File: src/rtl/dmem_access_ctrl.sv
// Data-memory access controller: arbitrates core and debug ports onto a
// single-port synchronous RAM, sequences sub-word stores as read-modify-write
// and returns extended load data.
//
// state    | meaning
// ---------+-----------------------------------------------
// S_IDLE   | arbitrate and accept a request
// S_RD     | RAM read issued for a load / debug read
// S_RESP   | RAM data returned to the owning requester
// S_WR     | full-word RAM write
// S_RMW_RD | RAM read of the word targeted by SB/SH
// S_RMW_WR | merged word written back
// S_ERR    | one-cycle error pulse to the core
module dmem_access_ctrl #(
  parameter int ADDR_W = 32,
  parameter int DATA_W = 32
) (
  input  logic              clk,
  input  logic              arst_n,
  input  logic              core_req_i,
  input  logic              core_we_i,
  input  logic [2:0]        core_funct3_i,
  input  logic [ADDR_W-1:0] core_addr_i,
  input  logic [DATA_W-1:0] core_wdata_i,
  output logic              core_ready_o,
  output logic              core_rvalid_o,
  output logic [DATA_W-1:0] core_rdata_o,
  output logic              core_err_o,
  input  logic              dbg_req_i,
  input  logic              dbg_we_i,
  input  logic [ADDR_W-1:0] dbg_addr_i,
  input  logic [DATA_W-1:0] dbg_wdata_i,
  output logic              dbg_ready_o,
  output logic              dbg_rvalid_o,
  output logic [DATA_W-1:0] dbg_rdata_o,
  output logic              ram_en_o,
  output logic              ram_we_o,
  output logic [ADDR_W-1:0] ram_addr_o,
  output logic [DATA_W-1:0] ram_wdata_o,
  input  logic [DATA_W-1:0] ram_rdata_i,
  output logic              busy_o
);

  typedef enum logic [2:0] {
    S_IDLE, S_RD, S_RESP, S_WR, S_RMW_RD, S_RMW_WR, S_ERR
  } state_t;

  state_t            state_q, state_d;
  logic              last_dbg_q, last_dbg_d;   // 1: debug was granted last, so core wins a tie
  logic              own_dbg_q, own_dbg_d;
  logic              we_q, we_d;
  logic [2:0]        f3_q, f3_d;
  logic [ADDR_W-1:0] addr_q, addr_d;
  logic [DATA_W-1:0] wdata_q, wdata_d;
  logic [DATA_W-1:0] core_rdata_q, core_rdata_d;
  logic [DATA_W-1:0] dbg_rdata_q, dbg_rdata_d;

  logic              grant_core, grant_dbg, core_bad;
  logic [7:0]        sel_byte;
  logic [15:0]       sel_half;
  logic [DATA_W-1:0] load_ext, merged;

  // Round-robin grant; nothing is accepted while reset is held.
  always_comb begin
    grant_core = arst_n && (state_q == S_IDLE) && core_req_i && (!dbg_req_i || last_dbg_q);
    grant_dbg  = arst_n && (state_q == S_IDLE) && dbg_req_i && (!core_req_i || !last_dbg_q);
  end

  // Illegal funct3 or misaligned core access.
  always_comb begin
    core_bad = 1'b0;
    case (core_funct3_i)
      3'd0:    core_bad = 1'b0;
      3'd1:    core_bad = core_addr_i[0];
      3'd2:    core_bad = |core_addr_i[1:0];
      3'd4:    core_bad = core_we_i;
      3'd5:    core_bad = core_we_i | core_addr_i[0];
      default: core_bad = 1'b1;
    endcase
  end

  // Lane selection and extension of returned data, plus sub-word merge for RMW.
  always_comb begin
    sel_byte = ram_rdata_i[7:0];
    case (addr_q[1:0])
      2'd0: sel_byte = ram_rdata_i[7:0];
      2'd1: sel_byte = ram_rdata_i[15:8];
      2'd2: sel_byte = ram_rdata_i[23:16];
      2'd3: sel_byte = ram_rdata_i[31:24];
      default: sel_byte = ram_rdata_i[7:0];
    endcase
    sel_half = addr_q[1] ? ram_rdata_i[31:16] : ram_rdata_i[15:0];
    case (f3_q)
      3'd0:    load_ext = {{(DATA_W-8){sel_byte[7]}}, sel_byte};
      3'd1:    load_ext = {{(DATA_W-16){sel_half[15]}}, sel_half};
      3'd4:    load_ext = {{(DATA_W-8){1'b0}}, sel_byte};
      3'd5:    load_ext = {{(DATA_W-16){1'b0}}, sel_half};
      default: load_ext = ram_rdata_i;
    endcase
    merged = ram_rdata_i;
    if (f3_q[0]) begin
      if (addr_q[1]) merged[31:16] = wdata_q[15:0];
      else           merged[15:0]  = wdata_q[15:0];
    end else begin
      case (addr_q[1:0])
        2'd0: merged[7:0]   = wdata_q[7:0];
        2'd1: merged[15:8]  = wdata_q[7:0];
        2'd2: merged[23:16] = wdata_q[7:0];
        2'd3: merged[31:24] = wdata_q[7:0];
        default: merged = ram_rdata_i;
      endcase
    end
  end

  // Next state, request capture and all outputs.
  always_comb begin
    state_d      = state_q;
    last_dbg_d   = last_dbg_q;
    own_dbg_d    = own_dbg_q;
    we_d         = we_q;
    f3_d         = f3_q;
    addr_d       = addr_q;
    wdata_d      = wdata_q;
    core_rdata_d = core_rdata_q;
    dbg_rdata_d  = dbg_rdata_q;
    core_ready_o  = 1'b0;
    core_rvalid_o = 1'b0;
    core_rdata_o  = core_rdata_q;
    core_err_o    = 1'b0;
    dbg_ready_o   = 1'b0;
    dbg_rvalid_o  = 1'b0;
    dbg_rdata_o   = dbg_rdata_q;
    ram_en_o      = 1'b0;
    ram_we_o      = 1'b0;
    ram_addr_o    = '0;
    ram_wdata_o   = '0;
    case (state_q)
      S_IDLE: begin
        if (grant_core) begin
          core_ready_o = 1'b1;
          last_dbg_d   = 1'b0;
          own_dbg_d    = 1'b0;
          we_d         = core_we_i;
          f3_d         = core_funct3_i;
          addr_d       = core_addr_i;
          wdata_d      = core_wdata_i;
          if (core_bad)                   state_d = S_ERR;
          else if (!core_we_i)            state_d = S_RD;
          else if (core_funct3_i == 3'd2) state_d = S_WR;
          else                            state_d = S_RMW_RD;
        end else if (grant_dbg) begin
          dbg_ready_o = 1'b1;
          last_dbg_d  = 1'b1;
          own_dbg_d   = 1'b1;
          we_d        = dbg_we_i;
          f3_d        = 3'd2;
          addr_d      = dbg_addr_i;
          wdata_d     = dbg_wdata_i;
          state_d     = dbg_we_i ? S_WR : S_RD;
        end
      end
      S_RD: begin
        ram_en_o   = 1'b1;
        ram_addr_o = {addr_q[ADDR_W-1:2], 2'b00};
        state_d    = S_RESP;
      end
      S_RESP: begin
        if (own_dbg_q) begin
          dbg_rvalid_o = 1'b1;
          dbg_rdata_o  = ram_rdata_i;
          dbg_rdata_d  = ram_rdata_i;
        end else begin
          core_rvalid_o = 1'b1;
          core_rdata_o  = load_ext;
          core_rdata_d  = load_ext;
        end
        state_d = S_IDLE;
      end
      S_WR: begin
        ram_en_o    = 1'b1;
        ram_we_o    = 1'b1;
        ram_addr_o  = {addr_q[ADDR_W-1:2], 2'b00};
        ram_wdata_o = wdata_q;
        state_d     = S_IDLE;
      end
      S_RMW_RD: begin
        ram_en_o   = 1'b1;
        ram_addr_o = {addr_q[ADDR_W-1:2], 2'b00};
        state_d    = S_RMW_WR;
      end
      S_RMW_WR: begin
        ram_en_o    = 1'b1;
        ram_we_o    = 1'b1;
        ram_addr_o  = {addr_q[ADDR_W-1:2], 2'b00};
        ram_wdata_o = merged;
        state_d     = S_IDLE;
      end
      S_ERR: begin
        core_err_o = 1'b1;
        state_d    = S_IDLE;
      end
      default: state_d = S_IDLE;
    endcase
  end

  assign busy_o = (state_q != S_IDLE);

  // State and capture registers with synchronous active-low reset.
  always_ff @(posedge clk) begin
    if (!arst_n) begin
      state_q      <= S_IDLE;
      last_dbg_q   <= 1'b1;
      own_dbg_q    <= 1'b0;
      we_q         <= 1'b0;
      f3_q         <= 3'd0;
      addr_q       <= '0;
      wdata_q      <= '0;
      core_rdata_q <= '0;
      dbg_rdata_q  <= '0;
    end else begin
      state_q      <= state_d;
      last_dbg_q   <= last_dbg_d;
      own_dbg_q    <= own_dbg_d;
      we_q         <= we_d;
      f3_q         <= f3_d;
      addr_q       <= addr_d;
      wdata_q      <= wdata_d;
      core_rdata_q <= core_rdata_d;
      dbg_rdata_q  <= dbg_rdata_d;
    end
  end

endmodule

File: config.mk
export PLATFORM = sky130hd
export DESIGN_NAME = dmem_access_ctrl
export DESIGN_NICKNAME = d
export VERILOG_FILES = /design/src/rtl/dmem_access_ctrl.sv
export SDC_FILE = /design/constraint.sdc
export NUM_CORES = 1
export LEC_CHECK = 0
export CAP_MARGIN = 20
export CELL_PAD_IN_SITES_DETAIL_PLACEMENT = 0
export CELL_PAD_IN_SITES_GLOBAL_PLACEMENT = 1
export CORE_UTILIZATION = 30
export DETAILED_ROUTE_END_ITERATION = 7
export PLACE_DENSITY_LB_ADDON = 0.08
export SYNTH_ARGS = -nofsm -noshare
export SYNTH_HDL_FRONTEND = slang
export SYNTH_SLANG_ARGS = --single-unit
File: constraint.sdc
create_clock -name clk -period 2.4 [get_ports clk]
set_input_delay 0.48 -clock clk [delete_from_list [all_inputs] [get_ports clk]]
set_output_delay 0.48 -clock clk [all_outputs]
set_load 0.1 [all_outputs]
# Word level (Yosys, flattened, before mapping)
# Cells that the tools add are included.
totals:
  memories: 0
  wordCells: 90
  romBits: 0
  ramBits: 0
  latchBits: 0
  reg_bits: 136
classes:
  addsub: 0
  shifts: 0
  div: 0
  magnitude_cmp: 0
  n_bitwise: 1
  mul: 0
  muxes: 44
  n_eq_ne: 17
  n_reduce_logical: 20
op_table:
  columns: ["operator", "count"]
  rows:
  - ["32-bit two-way mux", 10]
  - ["32-bit case mux with 4 select lines", 1]
  - ["32-bit case mux with 2 select lines", 1]
  - ["16-bit two-way mux", 3]
  - ["8-bit two-way mux", 4]
  - ["8-bit case mux with 4 select lines", 1]
  - ["3-bit equality test, second input constant", 7]
  - ["3-bit two-way mux", 7]
  - ["1-bit two-way mux", 14]
  - ["3-bit by 1-bit equality test with 1-bit output, second input constant", 3]
  - ["3-bit by 2-bit equality test with 1-bit output, second input constant", 3]
  - ["3-bit logical NOT", 3]
  - ["3-bit case mux with 3 select lines", 1]
  - ["1-bit logical AND", 5]
  - ["1-bit case mux with 5 select lines", 1]
  - ["2-bit equality test, second input constant", 2]
  - ["2-bit OR reduction", 2]
  - ["4-bit OR reduction", 1]
  - ["1-bit logical NOT", 3]
  - ["3-bit inequality test, second input constant", 1]
  - ["3-bit nonzero test", 1]
  - ["2-bit by 1-bit equality test with 1-bit output, second input constant", 1]
  - ["2-bit logical NOT", 1]
  - ["1-bit logical OR", 2]
  - ["other kinds (4)", 4]

# Depth between registers and ports, before layout
# Gate-level depths: netlist of the first run.
depth:
  ltp_word: 7
  mapped_depth: 9
  mapped_depth_nobuf: 6

# Worst setup path before layout of the first run
# Ideal clock, no wire load.
synth_path:
  path_kind: "register to output"
  startpoint: "register f3_q[0]"
  endpoint: "output ram_wdata_o[16]"
  path_stages_with_launch: 6
  t_arrival_ps: 3376
  t_required_ps: 1920
  setup_slack_ps: -1456
  cell_sequence: "dfxtp_1 > nand2b_1 > clkbuf_1 > nand2_1 > mux2i_1 > o21ai_0"
synth_between:
  elab_chain_len: 2
synth_lines:
  columns: ["element", "line", "text"]
  rows:
  - ["start: declaration", "52", "logic [2:0] f3_q, f3_d;"]
  - ["start signal: assignment", "215", "f3_q <= 3'd0;"]
  - ["start signal: assignment", "225", "f3_q <= f3_d;"]
  - ["32-bit two-way mux", "101", "if (f3_q[0]) begin"]
  - ["32-bit case mux with 2 select lines", "137", "case (state_q)"]
  - ["end: declaration", "39", "output logic [DATA_W-1:0] ram_wdata_o,"]
# Every way passes these cells.

# Worst setup path in the final report of the first run
layout_path:
  startpoint: "input ram_rdata_i[7]"
  endpoint: "output core_rdata_o[22]"
layout_between:
  elab_chain_len: 4
layout_lines:
  columns: ["element", "line", "text"]
  rows:
  - ["start: declaration", "40", "input logic [DATA_W-1:0] ram_rdata_i,"]
  - ["8-bit case mux with 4 select lines", "85", "case (addr_q[1:0])"]
  - ["32-bit case mux with 4 select lines", "93", "case (f3_q)"]
  - ["32-bit two-way mux", "168", "if (own_dbg_q) begin"]
  - ["32-bit two-way mux", null, null]
  - ["end: declaration", "27", "output logic [DATA_W-1:0] core_rdata_o,"]
# Every way passes these cells.

==> results.py, run 1 <==
metrics = {
    "power_and_ir_drop": {
        "power_density_nw_per_um2": 875,
        "finalPower_uw": 12500,
        "vdd_drop_max_mv": 0.596,
        "power_frac_seq": 0.224,
        "p_leak_uw": 0.00553,
        "clkPwrFrac": 0.212,
        "p_comb_frac": 0.564,
        "p_switching_uw": 5690,
        "p_int_uw": 6780,
        "p_sw_frac": 0.456,
    },
    "route": {
        "dr.first_iter.drc_count": 412,
        "drcViolationCount": 0,
        "first_pass_iters": 4,
        "wl_met3_mm": 2.23,
        "wl_met1_mm": 13.4,
        "top_layer_used": "met4",
        "wl_per_cell_microns": 20.0,
        "antenna_left": 0,
        "wl_met2_mm": 15.4,
        "routed_wl_mm": 31.7,
        "vias": 7948,
        "viasPerCell": 5.01,
    },
    "run": {
        "drv_cap": 0,
    },
    "cts": {
        "cts_buffers": 17,
        "clkLatencyLatePin_ns": 0.43,
        "ctsHoldBuffers": 0,
        "cts_tree": "yes",
        "cts.clk_slew.worst_paths_ns": 0.06,
        "cts.sinks": 136,
        "h-tree-depth": 4,
        "cts-root-buf": "clkbuf_16",
        "cts_max_path_buffers": 2,
    },
    "setup_path": {
        "criticalPathCategory": "in -> out",
        "cp.arrival_ns": 2.13,
        "worstPathRequired_ns": 1.92,
        "cp_max_fo": 6,
        "cp-start-kind": "primary input",
        "cp-end-kind": "output port",
    },
    "grt": {
        "grt.overflow.total": 0,
        "grt_pass1_vias": 7650,
        "grt_max_degree": 99,
        "antenna_found_initial": 1,
        "track_usage": 0.253,
        "grt_pass1_wl_mm": 45.8,
    },
    "synth": {
        "yosysWarnings": 0,
        "async_flop_share": 0,
        "ys_seq_area_frac": 0.384,
        "yosysMostFrequentCell": "nand2_1",
        "synthTopCellsByArea": "dfxtp_1 38%, nand2_1 10%, a31oi_1 5.6%, and2_1 5.6%, mux2_1 4.6%",
        "yosysTopAreaCell": "dfxtp_1",
        "synth_cell_types": 46,
        "ys.flop_type": "dfxtp_1",
        "syn-instance-count": 908,
        "synth_area_sq_um": 7080,
        "ys_ff_latch": 136,
        "synth_commonest_cells": "193 x nand2_1, 136 x dfxtp_1, 63 x a31oi_1, 63 x and2_1, 63 x o21ai_1",
        "synth_edf_count": 0,
        "netlist.area_leader.share": 0.384,
        "avgSynthCellArea_sq_um": 7.80,
    },
    "sta": {
        "fin_ws_ns": -0.210,
        "fin_crit_sh": 1.09,
        "report.final.slew_viol_count": 0,
        "fmax_ghz": 0.383,
        "setup_violations": 50,
        "clock-skew-final_ns": 0.0139,
        "period_needed_ns": 2.61,
        "holdWs_ns": 0.483,
        "hold_violations": 0,
        "rsz0062_at_grt": "yes",
    },
    "die": {
        "fp.dieW_microns": 156,
        "dieArea_sq_um": 24200,
        "io_pins": 305,
        "start_util": 0.309,
        "die_h_microns": 156,
        "core_area_sq_um": 22900,
        "row_count": 55,
    },
    "placement": {
        "place_ws_ns": -0.344,
        "portBuffers": 302,
        "dpl.hpwl_mm": 23.0,
        "gp_congestion": 0.889,
    },
    "cells_and_area": {
        "drive_gt1_frac": 0.352,
        "n_fill_cell": 1995,
        "finalNetCount": 1427,
        "syn2layout_area_growth_pct": 101,
        "seqCellArea_sq_um": 2740,
        "multiInputGateArea_sq_um": 4930,
    },
    "worst_hold_path": {
        "worst_hold_path_type": "reg -> reg",
    },
    "run_status": {
        "status": "finished, violations left",
        "violations": "negative setup slack",
    },
}
[sequential cells by signal, summed over array words and instances, names as in the netlist]
signal / cells
addr_q: 32
core_rdata_q: 32
dbg_rdata_q: 32
wdata_q: 32
f3_q: 3
state_q: 3
last_dbg_q: 1
own_dbg_q: 1
[kinds of logic after synthesis]
kind of cell | after synthesis | synth area share
flops | 136 | 0.384
other cells | 1 | 0.000529
mux | 55 | 0.0858
compound gates | 279 | 0.240
buf+inv | 99 | 0.0643
simple gates | 338 | 0.225
[cell usage in the layout (no fill, tap or decap), types with 13 or more instances in the layout]
cell,instances
a211oi_1,25
a21oi_1,13
a21oi_4,26
a31oi_1,62
and2_1,54
buf_12,145
buf_4,76
clkbuf_16,23
clkdlybuf4s50_1,162
dfxtp_1,129
mux2_4,39
nand2_1,174
nand2_2,16
nor2_1,23
o211ai_1,15
o21ai_0,23
o21ai_1,66
[through the flow]
stage / instance area [sq um] / setup TNS [ns] / utilization / std cells
after floorplan: 7500 / -3.69 / - / 909
after global placement: 12600 / -8.16 / 0.551 / 1525
after detailed placement: 12600 / -9.16 / 0.551 / 1525
after CTS: 13600 / -5.12 / 0.594 / 1567
after global routing: 14200 / -9.73 / 0.621 / 1584
final: 14200 / -5.90 / 0.622 / 1586
[layer usage]
metal | GRT usage | vias to the layer above
met5 | 0 | -
met4 | 0.0868 | 0
met3 | 0.0797 | 44
met2 | 0.419 | 275
met1 | 0.309 | 3725
li1 | - | 3904
[power groups by stage]
stage | combinational (uW) | clock [uW] | sequential [uW]
finish | 7030 | 2640 | 2800
global route | 7320 | 2790 | 2830
CTS | 6820 | 2690 | 2790
detailed placement | 6600 | 0 | 2830
global placement | 6570 | 0 | 2820
floorplan | 4130 | 0 | 2750
[critical path: stages]
cell and delay, ns:
clkdlybuf4s50_1 0.53, nand2b_4 0.10, a32oi_4 0.27, a21oi_4 0.11, buf_12 0.14, buf_12 0.14
a21oi_4 0.16, buf_12 0.19
[layout make-up]
type,instances,share of cell area
sequential,136,0.192
tap,313,0.0275
multi-input combinational,674,0.346
clock buffer,19,0.0304
inverter,18,0.00597
clock inverter,13,0.0102
antenna,2,0.000351
timing repair buffer,411,0.387
[final timing paths]
path,start,end,slack [ns],depth (start not counted)
worst max register to register,addr_q[1],core_rdata_q[30],0.45,9
worst max-delay path,ram_rdata_i[7],core_rdata_o[22],-0.21,8
worst min register to register,core_rdata_q[3],core_rdata_q[3],0.48,2
worst min-delay path,core_rdata_q[3],core_rdata_q[3],0.48,2
[timing repair]
action	4_1_cts	5_1_grt
setup buffers	10	14
pin swaps	22	32
gates cloned	2	5
resized for setup	72	114
endpoints found under the hold margin	0	0
setup endpoints to repair	97	93
Power figures use the tool's default switching activity.
==> inputs of run 2 (changes only) <==
Settings changed: CORE_UTILIZATION 30 to 45, DONT_BUFFER_PORTS set to 1.
==> run 2 against run 1 <==
Effect of this change: the run still ends with negative setup slack left; critical path depth is 1 lower; first-iteration DRC count is 2.4% lower; final cell count is 22% lower; die area is 33% lower; combinational power is 12% lower; sequential share of layout area is 5.4 points higher; fmax is 0.34% lower; routed wire length is 17% lower; utilization is 11 points higher; hold slack worse by 0.31 ns; power is 6.3% lower; critical path type is now reg -> out; largest power group unchanged; largest cell class is now multi-input combinational cells.
==> results.py, run 2 (synthesis gave the netlist of run 1 again) <==
metrics = {
    "cts": {
        "cts_tree": "yes",
        "clkLatencyLatePin_ns": 0.42,
        "cts.sinks": 136,
        "cts_max_path_buffers": 2,
        "cts-root-buf": "clkbuf_16",
        "cts_buffers": 17,
        "h-tree-depth": 4,
        "cts.clk_slew.worst_paths_ns": 0.06,
    },
    "grt": {
        "track_usage": 0.318,
        "grt_pass1_wl_mm": 39.6,
        "antenna_found_initial": 0,
        "grt.overflow.total": 0,
        "grt_pass1_vias": 7180,
        "grt_max_degree": 100,
    },
    "die": {
        "fp.dieW_microns": 127,
        "die_h_microns": 127,
        "dieArea_sq_um": 16200,
        "start_util": 0.464,
        "core_area_sq_um": 15300,
        "io_pins": 305,
        "row_count": 45,
    },
    "cells_and_area": {
        "final_common_cell": "nand2_1",
        "drive_gt1_frac": 0.337,
        "final_area_sq_um": 11100,
        "finalNetCount": 1188,
        "syn2layout_area_growth_pct": 56.6,
        "antenna_cells": 0,
        "layout_common_cells": "176 x nand2_1, 131 x dfxtp_1, 102 x buf_12, 62 x a31oi_1, 61 x o21ai_1",
    },
    "power_and_ir_drop": {
        "clkPwrFrac": 0.229,
        "p_comb_frac": 0.529,
        "power_frac_seq": 0.242,
        "p_sw_frac": 0.458,
        "power_density_nw_per_um2": 1050,
        "p_switching_uw": 5350,
        "p_leak_uw": 0.00433,
        "p_int_uw": 6330,
        "vdd_drop_max_mv": 0.695,
    },
    "worst_hold_path": {
        "worst_hold_path_type": "in -> reg",
    },
    "run_status": {
        "status": "finished, violations left",
        "violations": "negative setup slack",
    },
    "setup_path": {
        "cp.arrival_ns": 2.14,
        "max_stage_delay_ns": 0.35,
        "critical_path_buf_inv_count": 3,
        "criticalPathCategory": "reg -> out",
        "worstPathRequired_ns": 1.92,
        "cp-end-kind": "output port",
        "cp-start-kind": "flop",
        "crit_family": "compound AO/OA/AOI/OAI gates",
        "cp_max_fo": 11,
        "critical_path.cell_chain": "buf_12, mux2i_4, a211oi_4, a21oi_4, clkbuf_16, a21oi_4, buf_12",
        "slowest_stage": "dfxtp_4",
    },
    "sta": {
        "worstMarginPinSlew_ns": 0.724,
        "report.final.slew_viol_count": 0,
        "holdWs_ns": 0.177,
        "relSlewSlack": 0.517,
        "fin_ws_ns": -0.219,
        "setup_violations": 50,
        "fmax_ghz": 0.382,
        "fin_crit_sh": 1.09,
        "period_needed_ns": 2.62,
        "clock-skew-final_ns": 0.00560,
        "rsz0062_at_grt": "yes",
        "hold_violations": 0,
    },
    "placement": {
        "portBuffers": 0,
        "gp_congestion": 0.884,
        "place_area_sq_um": 9800,
        "dpl.hpwl_mm": 18.6,
    },
    "route": {
        "first_pass_iters": 5,
        "antenna_left": 0,
        "wl_per_cell_microns": 21.1,
        "routed_wl_mm": 26.3,
        "drcViolationCount": 0,
        "dr.first_iter.drc_count": 402,
        "viasPerCell": 5.79,
        "vias": 7194,
    },
    "run": {
        "drv_cap": 0,
    },
}
## run 2: cell types whose count changed in the layout (fill, tap and decap cells not counted), sizes merged, moves of 2 or more
cell | previous run | this run
dlygate4sd2 | 5 | 0
clkdlybuf4s50 | 162 | 0
diode | 2 | 0
buf | 237 | 170
clkbuf | 26 | 21
inv | 21 | 17
## run 2: cell type report
class / count / area [sq um]
clock buffer: 20 / 447
clock inverter: 12 / 150
fill: 1083 / 4170
inverter: 18 / 80.1
multi-input combinational: 674 / 4680
sequential: 136 / 2730
tap: 211 / 264
timing repair buffer: 172 / 2740
## run 2: worst paths after layout
kind	to	cells past startpoint	start	slack [ns]
worst max-delay path	core_rdata_o[27]	7	addr_q[1]	-0.22
worst min-delay path	last_dbg_q	1	arst_n	0.18
worst max register to register	addr_q[13]	7	state_q[0]	0.35
worst min register to register	core_rdata_q[5]	2	core_rdata_q[5]	0.50
## run 2: power groups by stage
stage / clock network [uW] / logic, uW / registers, uW
floorplan: 0 / 4130 / 2750
global placement: 0 / 5770 / 2840
detailed placement: 0 / 5860 / 2850
CTS: 2720 / 6070 / 2810
global route: 2810 / 6420 / 2860
finish: 2670 / 6180 / 2820
## run 2: layer usage
layer	vias up	wire length [microns]	part of all wire	GRT usage
li1	3418	-	-	-
met1	3389	10100	0.39	0.352
met2	306	13000	0.49	0.553
met3	81	1840	0.070	0.0854
met4	0	1300	0.049	0.179
met5	-	0	0	0
## run 2: through the flow
stage	setup TNS, ns	util	power [uW]	worst slack (ns)	cells
2_1_floorplan	-3.69	-	6890	-0.337	909
3_3_place_gp	0	0.642	8610	0.161	1187
3_5_place_dp	0	0.642	8700	0.115	1187
4_1_cts	-6.90	0.708	11600	-0.211	1231
5_1_grt	-9.94	0.727	12100	-0.281	1243
6_report	-6.01	0.727	11700	-0.219	1243
## run 2: repair_timing
action / in CTS / in global routing
cloned: 3 / 0
pin swaps: 8 / 11
setup endpoints to repair: 99 / 102
setup buffers: 9 / 12
hold endpoints to repair: 0 / 0
resized for setup: 61 / 42
hold buffers: 0 / 0
